$ cat config.mk
export PLATFORM = sky130hd
export DESIGN_NAME = dpll_frame_stack
export DESIGN_NICKNAME = d
export VERILOG_FILES = /design/src/rtl/dpll_frame_stack.sv
export SDC_FILE = /design/constraint.sdc
export NUM_CORES = 2
export LEC_CHECK = 0
export ABC_CLOCK_PERIOD_IN_PS = 14670
export BUFFER_PORTS_ARGS = -buffer_cell sky130_fd_sc_hd__buf_2
export CAP_MARGIN = 20
export CORE_MARGIN = 2
export CORE_UTILIZATION = 50
export DETAILED_ROUTE_END_ITERATION = 10
export PLACE_DENSITY = 0.69
export SETUP_SLACK_MARGIN = 0.1
export SYNTH_ARGS = -nofsm -noshare
export SYNTH_HDL_FRONTEND = slang
export SYNTH_SLANG_ARGS = --single-unit
$ cat constraint.sdc
create_clock -name clk -period 14.67 [get_ports clk]
set_clock_uncertainty 0.15 [all_clocks]
set_input_delay 2.934 -clock clk [delete_from_list [all_inputs] [get_ports clk]]
set_output_delay 2.934 -clock clk [all_outputs]
set_load 0.02 [all_outputs]
$ cat src/rtl/dpll_frame_stack.sv
// ============================================================================
// Module   : dpll_frame_stack
// Brief    : DPLL backtracking stack, one frame (formula/assignment + branch
//            bit) per decision level. Optional DPLL_STACK_HWM_EN adds a
//            high-water-mark output (max_depth_o).
// Revision : 1.0 - initial release
// ============================================================================
`default_nettype none

module dpll_frame_stack #(
  parameter int NUM_CLAUSES = 10,
  parameter int NUM_LITS    = 5,
  parameter int DEPTH       = NUM_LITS,
  localparam int LW         = $clog2(NUM_LITS + 1),
  localparam int CW         = $clog2(NUM_CLAUSES + 1),
  localparam int FRAME_W    = NUM_CLAUSES * (NUM_LITS * (LW + 1) + LW) + CW + 2 * NUM_LITS,
  localparam int CNT_W      = $clog2(DEPTH + 1)
) (
  input  logic               clk,
  input  logic               rst_n,
  input  logic               flush_i,
  input  logic               cmd_valid_i,
  input  logic [1:0]         cmd_op_i,
  output logic               cmd_ready_o,
  input  logic [FRAME_W-1:0] push_frame_i,
  output logic               top_valid_o,
  output logic [FRAME_W-1:0] top_frame_o,
  output logic               top_branch_o,
  output logic [CNT_W-1:0]   count_o,
  output logic               full_o,
  output logic               empty_o,
  input  logic               clr_err_i,
  output logic               err_overflow_o,
  output logic               err_underflow_o,
  output logic               err_flip_o
`ifdef DPLL_STACK_HWM_EN
  ,
  output logic [CNT_W-1:0]   max_depth_o
`endif
);

  localparam int IW = (DEPTH > 1) ? $clog2(DEPTH) : 1;

  localparam logic [0:0] S_IDLE   = 1'b0;
  localparam logic [0:0] S_REFILL = 1'b1;

  localparam logic [1:0] OP_NOP  = 2'b00;
  localparam logic [1:0] OP_PUSH = 2'b01;
  localparam logic [1:0] OP_POP  = 2'b10;
  localparam logic [1:0] OP_FLIP = 2'b11;

  logic [FRAME_W-1:0] mem_q [DEPTH];
  logic [DEPTH-1:0]   br_q, br_d;
  logic [0:0]         state_q, state_d;
  logic [CNT_W-1:0]   count_q, count_d;
  logic [FRAME_W-1:0] top_frame_q, top_frame_d;
  logic               top_branch_q, top_branch_d;
  logic               ovf_q, ovf_d, unf_q, unf_d, eflip_q, eflip_d;
  logic               mem_we;
  logic [IW-1:0]      top_idx, wr_idx;
  logic               is_full, is_empty;

  assign top_idx  = IW'(count_q - CNT_W'(1));
  assign wr_idx   = IW'(count_q);
  assign is_full  = (count_q == CNT_W'(DEPTH));
  assign is_empty = (count_q == '0);

  always_comb begin
    state_d      = state_q;
    count_d      = count_q;
    br_d         = br_q;
    top_frame_d  = top_frame_q;
    top_branch_d = top_branch_q;
    ovf_d        = ovf_q & ~clr_err_i;
    unf_d        = unf_q & ~clr_err_i;
    eflip_d      = eflip_q & ~clr_err_i;
    mem_we       = 1'b0;
    if (flush_i) begin
      state_d = S_IDLE;
      count_d = '0;
      br_d    = '0;
    end else if (state_q == S_REFILL) begin
      // count was already decremented on the POP edge, so count-1 is the new top
      state_d      = S_IDLE;
      top_frame_d  = mem_q[top_idx];
      top_branch_d = br_q[top_idx];
    end else if (cmd_valid_i) begin
      case (cmd_op_i)
        OP_NOP: ;
        OP_PUSH: begin
          if (is_full) begin
            ovf_d = 1'b1;
          end else begin
            mem_we         = 1'b1;
            br_d[wr_idx]   = 1'b0;
            top_frame_d    = push_frame_i;
            top_branch_d   = 1'b0;
            count_d        = count_q + CNT_W'(1);
          end
        end
        OP_POP: begin
          if (is_empty) begin
            unf_d = 1'b1;
          end else if (count_q == CNT_W'(1)) begin
            count_d = '0;
          end else begin
            count_d = count_q - CNT_W'(1);
            state_d = S_REFILL;
          end
        end
        OP_FLIP: begin
          if (is_empty) begin
            unf_d = 1'b1;
          end else if (top_branch_q) begin
            eflip_d = 1'b1;
          end else begin
            br_d[top_idx] = 1'b1;
            top_branch_d  = 1'b1;
          end
        end
        default: ;
      endcase
    end
  end

  // Frame storage carries no reset; only the occupied region is ever read.
  always_ff @(posedge clk) begin
    if (mem_we) begin
      mem_q[wr_idx] <= push_frame_i;
    end
  end

  always_ff @(posedge clk or negedge rst_n) begin
    if (!rst_n) begin
      state_q      <= S_IDLE;
      count_q      <= '0;
      br_q         <= '0;
      top_frame_q  <= '0;
      top_branch_q <= 1'b0;
      ovf_q        <= 1'b0;
      unf_q        <= 1'b0;
      eflip_q      <= 1'b0;
    end else begin
      state_q      <= state_d;
      count_q      <= count_d;
      br_q         <= br_d;
      top_frame_q  <= top_frame_d;
      top_branch_q <= top_branch_d;
      ovf_q        <= ovf_d;
      unf_q        <= unf_d;
      eflip_q      <= eflip_d;
    end
  end

`ifdef DPLL_STACK_HWM_EN
  logic [CNT_W-1:0] max_depth_q;

  always_ff @(posedge clk or negedge rst_n) begin
    if (!rst_n) begin
      max_depth_q <= '0;
    end else if (flush_i) begin
      max_depth_q <= '0;
    end else if (count_d > max_depth_q) begin
      max_depth_q <= count_d;
    end
  end

  assign max_depth_o = max_depth_q;
`endif

  assign cmd_ready_o     = (state_q == S_IDLE);
  assign top_valid_o     = !is_empty && (state_q == S_IDLE);
  assign top_frame_o     = top_frame_q;
  assign top_branch_o    = top_branch_q;
  assign count_o         = count_q;
  assign full_o          = is_full;
  assign empty_o         = is_empty;
  assign err_overflow_o  = ovf_q;
  assign err_underflow_o = unf_q;
  assign err_flip_o      = eflip_q;

endmodule

`default_nettype wire

Word-level counts from Yosys, hierarchy flattened:

Memory sizes are Yosys's and may differ from the RTL's.
Index checks and enable logic that the tools add are counted.

* add/subtract/negate cells: 2
* magnitude comparators: 4
* eq/ne operators: 13
* multiplexer cells: 58
* bitwise logic cells: 9
* reduce and logical (&&, ||, !) cells: 16

Operators with widths (count)
* $mux 244: 4
* $mux 1: 36
* $mux 5: 6
* $mux 3: 6
* $ne 3x3->1 const B: 6
* $pmux 5 s2: 1
* $reduce_and 5->1: 2
* $reduce_bool 3->1: 3
* $lt 3x4->1 const B: 2
* $demux 1 s3: 2
* $ge 3x1->1 const B: 2
* $pmux 3 s2: 1
* $reduce_and 6->1: 1
* $reduce_bool 2->1: 3
* $and 5x5->5: 1
* $not 5->5: 1
* $or 5x5->5: 1
* $eq 2x2->1 const B: 2
* $reduce_and 4->1: 1
* $add 3x1->3 const B: 1
* $and 1x1->1: 3
* $bmux 1 s3: 1
* $eq 3x1->1 const B: 1
* $eq 3x3->1 const B: 1
* 10 further kinds: 14

* flip-flop bits (word level): 257
* memory bits (writable): 1220
* input bits: 251
* memories: 1

Memory list
* mem_q: depth 5, bits a word 244, read ports 1, clocked after Yosys merged registers in 0, wr ports 1, RTL line 52 `logic [FRAME_W-1:0] mem_q [DEPTH];`

Depth between registers and ports, before layout:

* depth after elaboration: 12
* gate-level depth with buffers: 12
* mapped depth without buffers: 8

Worst setup path after synthesis:

No wires, ideal clock.

* kind: input-to-reg
* from: input port cmd_valid_i
* to: memory mem_q[1][0] (netlist bit) (enable)
* library setup time: 0.852 ns
* arrival: 13.804 ns
* setup slack: -0.137 ns
* stages: 6
* path through: nor2b_1 > clkbuf_1 > nand2_1 > nor3_1 > nand2_1 > nor2_1

* cells in the longest elaborated chain, start to end: 5

RTL lines
* start: declaration: RTL line 22 `input logic cmd_valid_i,`
* $mux 1: RTL line 87 `end else if (cmd_valid_i) begin`
* $mux 1: RTL line 82 `end else if (state_q == S_REFILL) begin`
* $mux 1: RTL line 78 `if (flush_i) begin`
* $mux 1: RTL line 128 `if (mem_we) begin`
* $mux 1 (not written as such): RTL line 129 `mem_q[wr_idx] <= push_frame_i;`
* end: declaration: RTL line 52

No other way between the ends.

Worst setup path after layout:

* from: input port cmd_valid_i
* to: memory mem_q[1][201] (netlist bit) (enable)

Same word-level chain as after synthesis.

==> summary.md <==
| Metric | Value |
|---|---|
| Row Count | 123 |
| Clock transition at path regs | 60 ps |
| Commonest register cell after synthesis | edfxtp_1 |
| DRC viols | 0 |
| Crit end category | flop |
| Final #Nets | 4236 |
| Ys Warns | 0 |
| Antenna viol nets, final | 0 |
| Final setup margin | 7960 ps |
| First DRT Iteration DRCs | 2848 |
| Clk Latency, worst-skew pair | 760 ps |
| Initial antenna violation count | 35 |
| Synth top area cells | edfxtp_1, dfrtp_1, mux4_2 |
| Total Routing Usage GR | 22.7% |
| Area leader, netlist | edfxtp_1 |
| Die Wd | 340 um |
| Initial core utilization | 50.4% |
| Port Buffers | 505 |
| # H-tree levels | 4 |
| Adder and majority cell fraction of the synthesized area | 0.0884% |
| Total setup buffers inserted after CTS | 0 |
| Share of cells above drive strength 1 | 25.0% |
| First-pass GRT wire length | 200000 um |
| Num CTS Buffers | 149 |
| Pwr Density | 146 nW/um^2 |
| Grt ovf | 0 |
| Arrival time worst endpoint | 6940 ps |
| Final Critical Period | 6710 ps |
| WHS Path Cells | 2 |
| Wire length per cell | 23.4 um |
| Xor and xnor area share after synthesis | 0.0464% |
| Largest family of logic cells by synthesized area | multiplexers |
| Root cell of the clock tree | clkbuf_16 |
| Cts repair resizes | 0 |
| Required @ worst endpoint | 14900 ps |
| Drt total wl | 131000 um |
| Rel. slew slack | 15.3% |
| Clock Sinks | 1477 |
| #FFs+latches synth | 1477 |
| Tcrit/Tclk final | 45.8% |
| Least-Margin Pin Slew | 1270 ps |
| Critical Path Source Type | input pin |
| Highest clock rate | 149 MHz |
| Post-synthesis mux area share | 9.75% |
| Sequential area share after synthesis | 76.1% |
| EDFF count, synth | 1220 |
| Core area | 112000 um^2 |
| Largest net degree at the start of global routing | 155 |
| Gate count of the mapped netlist | 3505 |
| Fin. Hold Viols | 0 |
| Post-Place Worst Slack | 7210 ps |
| IO Count | 506 |
| Max-slew violations | 0 |
| Final setup fails | 0 |
| Detailed Routing Iterations Pass 1 | 6 |
| Drt via density | 5.70 |
| TritonCTS clock tree | yes |
| Clk buf depth | 3 |
| Peak supply drop | 0.101 mV |
| Compound-cell area share of the yosys netlist | 6.85% |
| Hold Crit Class | reg -> reg |
| Synth cell types | 38 |
| Most frequent cells in the layout | edfxtp_1, nand2_1, buf_2 |
| Chip height | 340 um |
| Hold-fix buffers, CTS | 0 |
| Critical path class | in -> reg |
| Vias | 32009 |
| Crit-path max FO | 143 |
| Hold Slack | 322 ps |
| Simple-Gate Fraction of Synth Area | 5.26% |
| DP HPWL | 74700 um |
| Max cap viols | 0 |
| Pleak | 22.6 nW |
| Post-Syn Nets | 3760 |
| Synth-to-Final Area Change | 15.4% |
| Syn_area_per_cell | 16.2 um^2 |
| Final Wtd Congestion | 0.739 |
| Run status | complete, no violations |
| Die Area | 116000 um^2 |
| Cells on worst reg2reg path | 8 |
| Vias in the first global route | 32632 |
| Fillers | 8553 |
| Post-synth top area share | 64.7% |
| Commonest non-fill, non-tap cell in the layout | edfxtp_1 |
| RSZ-0062 raised after global routing | no |
| Overall Power | 9.54 mW |
| Mapped Area | 56600 um^2 |
| Ys async rst share | 17.4% |
==> area by class of cell <==
class / count / area (um^2) / area share [%]
Antenna cell: 8 / 20.0 / 0.0306
Clock buffer: 204 / 4150 / 6.35
Clock inverter: 72 / 669 / 1.02
Inverter: 10 / 45.0 / 0.0689
Multi-Input combinational cell: 1793 / 12500 / 19.2
Sequential cell: 1477 / 43100 / 65.9
Tap cell: 1500 / 1880 / 2.87
Timing Repair Buffer: 550 / 2970 / 4.55
==> metal layers <==
layer / GRT usage, % / up-vias / routed length, um
met3: 5.54 / 209 / 10800
met1: 31.7 / 16360 / 54600
li1: - / 14233 / -
met5: 0 / - / 256
met2: 36.1 / 1163 / 62900
met4: 6.08 / 44 / 2610
==> worst max-delay path: stages <==
cell and delay (ps):
buf_2 140, nor2b_1 470, nand2_1 180, nor3_1 320, nand2_1 210, nor2_4 180
buf_12 690, buf_4 920, buf_4 680
==> final timing paths <==
check	endpoint	slack (ps)	start
worst max register to register	mem_q[1][201]$_DFFE_PP_	9490	state_q$_DFF_PN0_
worst min register to register	top_frame_o[73]$_DFFE_PN0P_	320	top_frame_o[73]$_DFFE_PN0P_
worst min-delay path	top_frame_o[73]$_DFFE_PN0P_	320	top_frame_o[73]$_DFFE_PN0P_
min in group asynchronous	top_frame_o[199]$_DFFE_PN0P_	1990	rst_n
worst max-delay path	mem_q[1][201]$_DFFE_PP_	7960	cmd_valid_i
max in group asynchronous	top_frame_o[92]$_DFFE_PN0P_	10240	rst_n
==> synthesized netlist by cell type, types with 7 or more instances <==
cell / instances
edfxtp_1: 1220
nand2_1: 742
o21ai_0: 494
dfrtp_1: 257
a21oi_1: 251
mux4_2: 245
buf_2: 99
clkbuf_1: 91
buf_4: 24
buf_1: 10
inv_1: 10
nor2_1: 9
nand3_1: 7
==> cells by family after synthesis <==
family,after synthesis
flops,1477
simple gates,778
compound gates,763
mux,245
buf+inv,235
fa+ha+maj,4
xor+xnor,3
==> power breakdown <==
| group | internal (mW) | total, mW | switching (mW) |
|---|---|---|---|
| logic | 0.345 | 1.03 | 0.687 |
| clock network | 2.11 | 3.70 | 1.59 |
| registers | 4.72 | 4.81 | 0.0932 |
| total | 7.17 | 9.54 | 2.37 |
==> per-stage QoR <==
step,utilization (%),std cells,setup TNS (ps),instance area [um^2]
2_1_floorplan,-,3505,-66670,56600
3_3_place_gp,53.8,5329,0,60500
3_5_place_dp,53.8,5329,0,60500
4_1_cts,58.1,5605,0,65300
5_1_grt,58.1,5609,0,65300
6_report,58.2,5614,0,65300
==> registers in the layout, indices dropped and copies added (netlist names) <==
register and cells:
br_q 5, count_o 3, err_flip_o 1, err_overflow_o 1, err_underflow_o 1, mem_q 1220, state_q 1, top_branch_o 1
top_frame_o 244
(Power assumes the default switching activity.)
